--- config.mk ---
export PLATFORM = sky130hd
export DESIGN_NAME = frame_ram_arbiter_flat
export DESIGN_NICKNAME = d
export VERILOG_FILES = /design/src/rtl/frame_ram_arbiter_pkg.sv /design/src/rtl/frame_ram_arbiter_if.sv /design/src/rtl/frame_ram_arbiter_starve_counter.sv /design/src/rtl/frame_ram_arbiter.sv /design/src/flat_wrapper.sv
export SDC_FILE = /design/constraint.sdc
export NUM_CORES = 1
export LEC_CHECK = 0
export BUFFER_PORTS_ARGS = -buffer_cell sky130_fd_sc_hd__buf_2
export CAP_MARGIN = 20
export CORE_MARGIN = 2
export CORE_UTILIZATION = 35
export CTS_CLUSTER_DIAMETER = 100
export DETAILED_ROUTE_END_ITERATION = 10
export SYNTH_ARGS = -nofsm -noshare
export SYNTH_HDL_FRONTEND = slang
export SYNTH_SLANG_ARGS = --single-unit
--- constraint.sdc ---
create_clock -name clk -period 2.67 [get_ports clk]
set_input_delay 0.534 -clock clk [delete_from_list [all_inputs] [get_ports clk]]
set_output_delay 0.534 -clock clk [all_outputs]
set_load 0.005 [all_outputs]
--- src/rtl/frame_ram_arbiter_pkg.sv ---
// Shared frame-buffer RAM geometry and arbiter state encoding.
package frame_buffer_pkg;

  localparam int RAM_WIDTH = 32;
  localparam int RAM_DEPTH = (480 * 360 * 24) / RAM_WIDTH;
  localparam int ADDR_BITS = $clog2(RAM_DEPTH);

  typedef enum logic [2:0] {
    IDLE,
    RD_ISSUE,
    RD_CAPTURE,
    WR_ISSUE,
    DONE
  } arb_state_t;

endpackage

--- src/rtl/frame_ram_arbiter_if.sv ---
// Requester-side read/write handshake bundle for the frame RAM arbiter.
interface frame_ram_arbiter_if #(
  parameter int ADDR_BITS = frame_buffer_pkg::ADDR_BITS,
  parameter int RAM_WIDTH = frame_buffer_pkg::RAM_WIDTH
);

  logic                 rd_req;
  logic [ADDR_BITS-1:0] rd_addr;
  logic                 rd_valid;
  logic [RAM_WIDTH-1:0] rd_data;
  logic                 wr_req;
  logic [ADDR_BITS-1:0] wr_addr;
  logic [RAM_WIDTH-1:0] wr_data;
  logic                 wr_ack;

  modport master (
    output rd_req, rd_addr, wr_req, wr_addr, wr_data,
    input  rd_valid, rd_data, wr_ack
  );

  modport slave (
    input  rd_req, rd_addr, wr_req, wr_addr, wr_data,
    output rd_valid, rd_data, wr_ack
  );

endinterface

--- src/rtl/frame_ram_arbiter_starve_counter.sv ---
// Saturating counter of cycles a pending write has been passed over.
module starve_counter #(
  parameter int LIMIT = 8
) (
  input  logic clk,
  input  logic rst,
  input  logic inc,
  input  logic clr,
  output logic sat
);

  localparam int CW = $clog2(LIMIT + 1);
  localparam logic [CW-1:0] LIMIT_C = CW'(LIMIT);

  logic [CW-1:0] cnt;

  always_ff @(posedge clk) begin
    if (rst || clr) begin
      cnt <= '0;
    end else if (inc && (cnt < LIMIT_C)) begin
      cnt <= cnt + 1'b1;
    end
  end

  assign sat = (cnt >= LIMIT_C);

endmodule

--- src/rtl/frame_ram_arbiter.sv ---
// Arbitrates one reader and one writer onto a single-port synchronous frame RAM.
module frame_ram_arbiter
  import frame_buffer_pkg::*;
#(
  parameter int RAM_WIDTH    = frame_buffer_pkg::RAM_WIDTH,
  parameter int RAM_DEPTH    = (480 * 360 * 24) / RAM_WIDTH,
  parameter int STARVE_LIMIT = 8,
  localparam int ADDR_BITS   = $clog2(RAM_DEPTH)
) (
  input  logic                 clk,
  input  logic                 rst,
  frame_ram_arbiter_if.slave   bus,
  output logic                 err_sticky,
  output logic                 ram_en,
  output logic                 ram_we,
  output logic [ADDR_BITS-1:0] ram_addr,
  output logic [RAM_WIDTH-1:0] ram_wdata,
  input  logic [RAM_WIDTH-1:0] ram_rdata
);

  localparam logic [ADDR_BITS:0] DEPTH_L = RAM_DEPTH[ADDR_BITS:0];

  arb_state_t state, state_d;

  logic                 rd_valid_d, wr_ack_d, ram_en_d, ram_we_d, err_d;
  logic                 rd_oor, rd_oor_d;
  logic [ADDR_BITS-1:0] ram_addr_d;
  logic [RAM_WIDTH-1:0] ram_wdata_d, rd_data_d;
  logic                 rd_req_oor, wr_req_oor, starve_sat, wr_enter;

  assign rd_req_oor = ({1'b0, bus.rd_addr} >= DEPTH_L);
  assign wr_req_oor = ({1'b0, bus.wr_addr} >= DEPTH_L);
  assign wr_enter   = (state == IDLE) && (state_d == WR_ISSUE);

  starve_counter #(.LIMIT(STARVE_LIMIT)) u_starve (
    .clk (clk),
    .rst (rst),
    .inc (bus.wr_req && !wr_enter),
    .clr (!bus.wr_req || wr_enter),
    .sat (starve_sat)
  );

  always_ff @(posedge clk) begin
    if (rst) begin
      state <= IDLE;
    end else begin
      state <= state_d;
    end
  end

  // Every output is computed one cycle early here so that all of them come straight from flops.
  always_comb begin
    state_d     = state;
    rd_valid_d  = 1'b0;
    wr_ack_d    = 1'b0;
    ram_en_d    = 1'b0;
    ram_we_d    = 1'b0;
    ram_addr_d  = ram_addr;
    ram_wdata_d = ram_wdata;
    rd_data_d   = bus.rd_data;
    err_d       = err_sticky;
    rd_oor_d    = rd_oor;
    unique case (state)
      IDLE: begin
        if (bus.rd_req && !(bus.wr_req && starve_sat)) begin
          state_d    = RD_ISSUE;
          ram_addr_d = bus.rd_addr;
          rd_oor_d   = rd_req_oor;
          ram_en_d   = !rd_req_oor;
          err_d      = err_sticky || rd_req_oor;
        end else if (bus.wr_req) begin
          state_d     = WR_ISSUE;
          ram_addr_d  = bus.wr_addr;
          ram_wdata_d = bus.wr_data;
          ram_en_d    = !wr_req_oor;
          ram_we_d    = !wr_req_oor;
          err_d       = err_sticky || wr_req_oor;
        end
      end
      RD_ISSUE:   state_d = RD_CAPTURE;
      RD_CAPTURE: begin
        state_d    = DONE;
        rd_valid_d = 1'b1;
        rd_data_d  = rd_oor ? '0 : ram_rdata;
      end
      WR_ISSUE: begin
        state_d  = DONE;
        wr_ack_d = 1'b1;
      end
      DONE:    state_d = IDLE;
      default: state_d = IDLE;
    endcase
  end

  always_ff @(posedge clk) begin
    if (rst) begin
      bus.rd_valid <= 1'b0;
      bus.rd_data  <= '0;
      bus.wr_ack   <= 1'b0;
      err_sticky   <= 1'b0;
      ram_en       <= 1'b0;
      ram_we       <= 1'b0;
      ram_addr     <= '0;
      ram_wdata    <= '0;
      rd_oor       <= 1'b0;
    end else begin
      bus.rd_valid <= rd_valid_d;
      bus.rd_data  <= rd_data_d;
      bus.wr_ack   <= wr_ack_d;
      err_sticky   <= err_d;
      ram_en       <= ram_en_d;
      ram_we       <= ram_we_d;
      ram_addr     <= ram_addr_d;
      ram_wdata    <= ram_wdata_d;
      rd_oor       <= rd_oor_d;
    end
  end

endmodule

--- src/flat_wrapper.sv ---
// flat-port wrapper written by rule: the top's interface ports become plain ports
module frame_ram_arbiter_flat import frame_buffer_pkg::*;
#(
  parameter int RAM_WIDTH    = frame_buffer_pkg::RAM_WIDTH,
  parameter int RAM_DEPTH    = (480 * 360 * 24) / RAM_WIDTH,
  parameter int STARVE_LIMIT = 8,
  localparam int ADDR_BITS   = $clog2(RAM_DEPTH)
)
  (clk, rst, err_sticky, ram_en, ram_we, ram_addr, ram_wdata, ram_rdata, bus_rd_req, bus_rd_addr, bus_wr_req, bus_wr_addr, bus_wr_data, bus_rd_valid, bus_rd_data, bus_wr_ack);
  frame_ram_arbiter_if #(.ADDR_BITS(ADDR_BITS), .RAM_WIDTH(RAM_WIDTH)) bus_i ();
  input  logic clk;
  input  logic rst;
  output logic err_sticky;
  output logic ram_en;
  output logic ram_we;
  output logic [ADDR_BITS-1:0] ram_addr;
  output logic [RAM_WIDTH-1:0] ram_wdata;
  input  logic [RAM_WIDTH-1:0] ram_rdata;
  input wire logic [$bits(bus_i.rd_req)-1:0] bus_rd_req;
  input wire logic [$bits(bus_i.rd_addr)-1:0] bus_rd_addr;
  input wire logic [$bits(bus_i.wr_req)-1:0] bus_wr_req;
  input wire logic [$bits(bus_i.wr_addr)-1:0] bus_wr_addr;
  input wire logic [$bits(bus_i.wr_data)-1:0] bus_wr_data;
  output wire logic [$bits(bus_i.rd_valid)-1:0] bus_rd_valid;
  output wire logic [$bits(bus_i.rd_data)-1:0] bus_rd_data;
  output wire logic [$bits(bus_i.wr_ack)-1:0] bus_wr_ack;
  assign bus_i.rd_req = bus_rd_req;
  assign bus_i.rd_addr = bus_rd_addr;
  assign bus_i.wr_req = bus_wr_req;
  assign bus_i.wr_addr = bus_wr_addr;
  assign bus_i.wr_data = bus_wr_data;
  assign bus_rd_valid = bus_i.rd_valid;
  assign bus_rd_data = bus_i.rd_data;
  assign bus_wr_ack = bus_i.wr_ack;
  frame_ram_arbiter #(.RAM_WIDTH(RAM_WIDTH), .RAM_DEPTH(RAM_DEPTH), .STARVE_LIMIT(STARVE_LIMIT)) u_core (.clk(clk), .rst(rst), .bus(bus_i), .err_sticky(err_sticky), .ram_en(ram_en), .ram_we(ram_we), .ram_addr(ram_addr), .ram_wdata(ram_wdata), .ram_rdata(ram_rdata));
endmodule
# == After elaboration in Yosys (flattened, before gate mapping) ==
# Cells that the tools add are included.
# totals
ff_bits,94
word_cells,56
# op_classes
add_sub_neg,1
magnitude_cmp,4
eq_ne,4
mux,12
bitwise,2
n_reduce_logical,22
# ops
cell,n
$ge 17x17->1 const B,2
$mux 17,2
$mux 32,1
$eq 3x2->1 const B,3
$pmux 3 s3,1
$mux 1,6
$mux 3,2
$logic_and 1x1->1,5
$logic_not 1->1,5
$add 4x1->4 const B,1
$ge 4x4->1 const B,1
$logic_or 1x1->1,4
$lt 4x4->1 const B,1
$reduce_and 2->1,2
$reduce_or 2->1,2
$eq 3x1->1 const B,1
$logic_not 3->1,1
$reduce_and 3->1,1
$reduce_or 3->1,1
$not 1->1,2
$reduce_bool 2->1,1

# == Logic depth before layout (Yosys ltp) ==
# Gate-level depths: netlist (run 1).
# depth
word_depth,11
mapped_depth,7

# == Hierarchy ==
# A second synthesis (run 1) with hierarchy kept.
# unflattened
hier_cells,435
hier_area_um2,3727.3
# modules_own_cells
mod,instances,cells_each,area_per_inst_um2
frame_ram_arbiter,1,416,3528.4
starve_counter,1,19,198.9

# == Worst setup path before layout (run 1) ==
# Ideal clock, no wire load.
# synth_timing
path_type,input to register
startpoint,input bus_wr_req
endpoint,register u_core.ram_wdata[25]
setup_ps,140
arrival_time_ps,1464
required_ps,2530
setup_slack_ps,1066
path_stages,7
n_path_buf,3
cell_sequence,buf_2 -> a21bo_2 -> and3_1 -> buf_2 -> buf_4 -> nand2_1 -> a21oi_1
# synth_between
elab_chain_len,5
# synth_rtl
item,line,text
start: declaration,flat_wrapper.sv:21,input wire logic [$bits(bus_i.wr_req)-1:0] bus_wr_req;
$logic_and 1x1->1,frame_ram_arbiter.sv:65,if (bus.rd_req && !(bus.wr_req && starve_sat)) begin
$logic_not 1->1,frame_ram_arbiter.sv:65,
$logic_and 1x1->1,frame_ram_arbiter.sv:65,
$not 1->1 (no line),n/a,
$reduce_and 3->1 (no line) (*),n/a,
end signal: assignment,frame_ram_arbiter.sv:114,ram_wdata <= ram_wdata_d;
end: declaration,frame_ram_arbiter.sv:17,"output logic [RAM_WIDTH-1:0] ram_wdata,"
# Every way passes the cells marked *; elsewhere a longest branch is shown, timed or not.
# A chain may end at the register's enable or synchronous reset.

# == Final worst setup path (run 1) ==
# layout_timing
startpoint,register u_core.state[0]
endpoint,register u_core.ram_addr[6]
# layout_between
elab_chain_len,2
# layout_rtl
item,line,text
start: declaration,frame_ram_arbiter.sv:23,"arb_state_t state, state_d;"
start signal: assignment,frame_ram_arbiter.sv:47,state <= state_d;
$logic_not 3->1,frame_ram_arbiter.sv:63,unique case (state)
$reduce_and 2->1 (no line),n/a,
end signal: assignment,frame_ram_arbiter.sv:113,ram_addr <= ram_addr_d;
end: declaration,frame_ram_arbiter.sv:16,"output logic [ADDR_BITS-1:0] ram_addr,"
# No other way between the ends.

==> results of run 1 <==
==> path summary, 6_finish.rpt <==
path         cells past startpoint  slack [ns]                    to
max                              5        0.94    u_core.ram_addr[6]
min reg2reg                      2        0.45  u_core.ram_wdata[12]
max reg2reg                      5        0.94    u_core.ram_addr[6]
min                              3        0.40  u_core.ram_wdata[15]
==> per-layer routing <==
layer,vias to the layer above,share of wire [%]
met5,-,0
met4,0,2.5
met3,17,5.8
met2,102,48
met1,1689,43
li1,1822,-
==> power breakdown <==
group	switching (mW)	leakage [nW]	total, mW	internal, mW
Combinational	0.295	1.35	0.534	0.239
Clock	0.474	0.0908	0.931	0.457
Sequential	0.0561	0.767	1.56	1.51
==> worst min-delay path: cells and delay by family <==
| family | cells | cell delay, ns |
|---|---|---|
| buffers and inverters | 1 | 0.09 |
| AOI/OAI and AO/OA | 1 | 0.05 |
| and+or+nand+nor | 1 | 0.04 |
==> logic make-up after synthesis <==
family                     Yosys count  share of synthesized area [%]
buffers and inverters               39                           5.58
muxes                                2                          0.568
xor gates and xnor gates             2                          0.468
DFF                                 94                           50.3
and+or+nand+nor                    209                           25.6
AOI/OAI and AO/OA                   92                           16.8
adders and majority gates            2                          0.668
==> cell usage after synthesis <==
cell type  number
mux2_2          1
nand4_1         2
xor2_1          1
a311oi_1        4
xnor2_1         1
o31ai_1         1
dfxtp_1        94
inv_1           3
o22ai_1         1
buf_8           1
nor3_1          2
nor2b_1         2
buf_12          1
nor3b_1         1
o31a_1          1
mux2i_1         1
buf_4           4
and2_1          2
nand3b_1       32
nor3_4          1
nand2_1       135
buf_6           1
and3b_1         1
nand3_1         3
clkbuf_1       19
a22o_1          1
a21oi_1        66
a31oi_1         1
buf_2          10
nor4_1          4
a311oi_2       13
ha_1            2
a21bo_2         1
nor2_1         23
a21boi_0        1
o211ai_1        2
and3_1          1
==> stage by stage <==
stage / utilization (%) / power (mW)
after detailed placement: 45.6 / 2.13
after global placement: 45.6 / 2.12
after floorplan: - / 1.92
after CTS: 47.4 / 3.07
final: 47.4 / 3.03
after global routing: 47.4 / 3.19
==> state kept, by name, summed over array words and instances (netlist names) <==
name and flops:
u_core.state 3, u_core.bus.rd_valid 1, u_core.u_starve.cnt 4, u_core.ram_addr 17, u_core.ram_we 1, u_core.ram_en 1
u_core.bus.rd_data 32, u_core.ram_wdata 32, u_core.bus.wr_ack 1, u_core.err_sticky 1, u_core.rd_oor 1
==> area by class of cell <==
type	count	area (um2)
multi-input cells	307	1650
well taps	136	170
clock inverters	1	30.0
fillers	1040	5450
clock buffers	14	153
inverters	3	11.3
flip-flops and latches	94	1880
repair buffers	196	1020
==> results.json, run 1 <==
{
  "outcome": "finished, final reports clean",
  "layout_common_cells": "187 x buf_2, 135 x nand2_1, 94 x dfxtp_1",
  "grt_util_met3_pct": 4.24,
  "syn_area_um2": 3740,
  "diodes": 0,
  "min_path_type": "primary input to register",
  "maxCapViolCount": 0,
  "rsz0062_at_grt": "no",
  "synthTopCellsByArea": "dfxtp_1 50%, nand2_1 14%, a21oi_1 8.8%",
  "numCtsBuffers": 9,
  "finalWorstSetupSlack_ns": 0.941,
  "synthCells": 440,
  "wl_um": 10200,
  "r2r-start": "u_core.state[0]",
  "vdd_ir_drop_max_mv": 0.245,
  "grt_pass1_vias": 3348,
  "cts_tree": "built",
  "finalCritPeriodShare_pct": 64.8,
  "tightest_slew_ns": 0.895,
  "slowest_delay_ns": 0.40,
  "syn_nets": 544,
  "fin_area_um2": 4920,
  "ant_nets": 0,
  "grt_busiest_layer": "met2",
  "drive_above_1_share_pct": 36.3,
  "antenna_found_initial": 0,
  "worst-path-buf-inv": 1,
  "grt_pass1_wl_um": 15800,
  "cp_top_family": "compound AO/OA/AOI/OAI gates",
  "grt.overflow.total": 0,
  "die_w_um": 107,
  "worstPathArrival_ns": 2.00,
  "drc": 0,
  "path_clk_slew_ns": 0.09,
  "critPathLaunchType": "register",
  "yosysTopAreaCell": "dfxtp_1",
  "cp-startpoint": "u_core.state[0]",
  "slowest_stage": "dfxtp_1",
  "dpl.hpwl_um": 7220,
  "cp.required_ns": 2.94,
  "ys_warn_count": 0,
  "vias": 3630,
  "finalSetupViolCount": 0,
  "leakage_nw": 2.21,
  "use_met1_pct": 20.7,
  "htree_levels": 3,
  "slew_violations": 0,
  "hold_buffers": 0,
  "dp_worst_setup_slack_ns": 0.772,
  "timing.fmax_mhz": 578,
  "clk_latency_ns": 0.36,
  "initial_core_util_pct": 36.1,
  "cts.sinks": 94,
  "place_area_um2": 4730,
  "num-nets-final": 715,
  "num_rows": 37,
  "dieArea_um2": 11500,
  "use_met2_pct": 29.0,
  "cts.repair.resized": 0,
  "final_common_cell": "buf_2",
  "finalHoldViolations": 0,
  "gp_congestion": 0.839,
  "cts_setup_buffers": 0,
  "viasPerCell": 4.83,
  "powerDensity_nw_per_um2": 616,
  "core-area_um2": 10400,
  "grt_max_degree": 45,
  "ys_ff_latch": 94,
  "portBuffers": 187,
  "drt_iter0_markers": 181,
  "die_h_um": 107,
  "place_inst": 736,
  "ios": 188,
  "fin_crit_ns": 1.73,
  "finalClockSkew_ns": 0.00870,
  "fin_hold_ws_ns": 0.401,
  "synth.avg_cell_area_um2": 8.51,
  "root_buffer": "clkbuf_8",
  "syn2layout_area_growth_pct": 31.3,
  "synth_top_area_share_pct": 50.3,
  "drt_pass1_iterations": 4,
  "gr-usage-all-layers_pct": 17.3,
  "clk_path_buf_depth": 2,
  "avgRoutedWirePerCell_um": 13.6,
  "ys_seq_area_share_pct": 50.3,
  "hp-start": "bus_wr_data[15]",
  "setup_tns_ns": 0,
  "instances_no_fill": 751,
  "crit_chain": "nor3_4 > o31a_1 > buf_4 > nor2_1 > a311oi_2",
  "cp-end-kind": "register",
  "slew_headroom_pct": 40.3,
  "critPathMaxFanout": 34,
  "setup.worst_path.class": "register to register",
  "synth.distinct_cells": 37
}
(Power assumes the default switching activity.)
==> run 2, diff against run 1 <==
- clock period: 2.67 -> 1.7 ns (I/O delays scaled with it)
==> run 2 against run 1 <==
Routed wire length decreased by 1.1%. Critical path type unchanged. Power is 54% higher. Largest power group unchanged. Sequential power increased by 57%.
==> results.json, run 2 (synthesis gave the netlist of run 1 again) <==
{
  "ios": 188,
  "diodes": 0,
  "core-area_um2": 10400,
  "min_path_type": "primary input to register",
  "timing.fmax_mhz": 652,
  "antenna_found_initial": 0,
  "reg_top3": "u_core.bus.rd_data x32, u_core.ram_wdata x32, u_core.ram_addr x17",
  "initial_core_util_pct": 36.1,
  "dieArea_um2": 11500,
  "cts.sinks": 94,
  "leakage_nw": 2.23,
  "finalCritPeriodShare_pct": 90.3,
  "finalClockSkew_ns": 0.0134,
  "worstPathArrival_ns": 1.81,
  "rsz0062_at_grt": "no",
  "gp_congestion": 0.799,
  "setup_tns_ns": 0,
  "path_clk_slew_ns": 0.10,
  "critPathMaxFanout": 32,
  "syn2layout_area_growth_pct": 31.9,
  "num-nets-final": 718,
  "avgRoutedWirePerCell_um": 13.4,
  "drt_pass1_iterations": 7,
  "maxCapViolCount": 0,
  "grt_max_degree": 47,
  "critPathLaunchType": "register",
  "grt_pass1_wl_um": 16000,
  "vias": 3610,
  "htree_levels": 3,
  "setup.worst_path.class": "register to register",
  "instances_no_fill": 755,
  "cts.repair.resized": 0,
  "cts_tree": "built",
  "clk_path_buf_depth": 2,
  "finalSetupViolCount": 0,
  "fill_cells": 1039,
  "numCtsBuffers": 9,
  "outcome": "finished, final reports clean",
  "grt_pass1_vias": 3395,
  "portBuffers": 187,
  "cp.required_ns": 1.98,
  "cp-end-kind": "register",
  "die_h_um": 107,
  "drc": 0,
  "final_common_cell": "buf_2",
  "vdd_ir_drop_max_mv": 0.534,
  "hold_buffers": 0,
  "tightest_slew_ns": 0.493,
  "fin_crit_ns": 1.53,
  "dpl.hpwl_um": 7320,
  "wl_um": 10100,
  "powerDensity_nw_per_um2": 944,
  "viasPerCell": 4.78,
  "slew_violations": 0,
  "clk_latency_ns": 0.35,
  "grt.overflow.total": 0,
  "drive_above_1_share_pct": 37.2,
  "place_inst": 739,
  "ant_nets": 0,
  "cts_setup_buffers": 0,
  "finalHoldViolations": 0,
  "gr-usage-all-layers_pct": 17.2,
  "root_buffer": "clkbuf_8",
  "drt_iter0_markers": 193,
  "num_rows": 37,
  "die_w_um": 107,
  "slew_headroom_pct": 67.2,
  "layout_common_cells": "187 x buf_2, 135 x nand2_1, 94 x dfxtp_1"
}
run 2: worst paths after layout:
path | depth (start not counted) | slack, ns | startpoint | endpoint
max | 5 | 0.17 | u_core.u_starve.cnt[3] | u_core.ram_wdata[19]
min | 3 | 0.22 | bus_wr_data[27] | u_core.ram_wdata[27]
max reg2reg | 5 | 0.17 | u_core.u_starve.cnt[3] | u_core.ram_wdata[19]
min reg2reg | 2 | 0.45 | u_core.bus.rd_data[5] | u_core.bus.rd_data[5]
run 2: layer usage:
metal,vias up,global-route usage (%),part of all wire (%)
met5,-,0,0
met2,104,29.0,49
met4,0,7.05,1.4
met3,9,3.27,5.6
met1,1664,21.7,43
li1,1833,-,-
run 2: final cells by class:
cell class	count	area [um2]	share of cell area [%]
flip-flops and latches	94	1880	38.1
well taps	136	170	3.44
multi-input cells	307	1650	33.5
clock inverters	6	45.0	0.912
inverters	3	11.3	0.228
repair buffers	199	1050	21.3
clock buffers	10	128	2.58
run 2: power breakdown:
group / switching (mW) / leakage (nW) / total (mW) / internal [mW]
registers: 0.0869 / 0.767 / 2.45 / 2.37
clock network: 0.798 / 0.0914 / 1.34 / 0.547
logic: 0.470 / 1.37 / 0.867 / 0.398
run 2: per-stage QoR:
step                area [um2]  setup slack, ns  hold WS, ns  util, %  power [mW]
floorplan                 3740            0.290        0.448        -        3.02
global placement          4770            0.188        0.436     46.0        3.36
detailed placement        4770            0.142        0.442     46.0        3.38
CTS                       4940            0.166        0.198     47.6        4.74
global route              4940           0.0528        0.200     47.6        4.94
finish                    4940            0.165        0.217     47.6        4.67
run 2: worst max-delay path, cell delays in order, from the launching register on:
cell	delay, ns
dfxtp_1	0.46
a21bo_2	0.25
and3_1	0.19
buf_4	0.31
nand2_1	0.12
a21oi_1	0.13
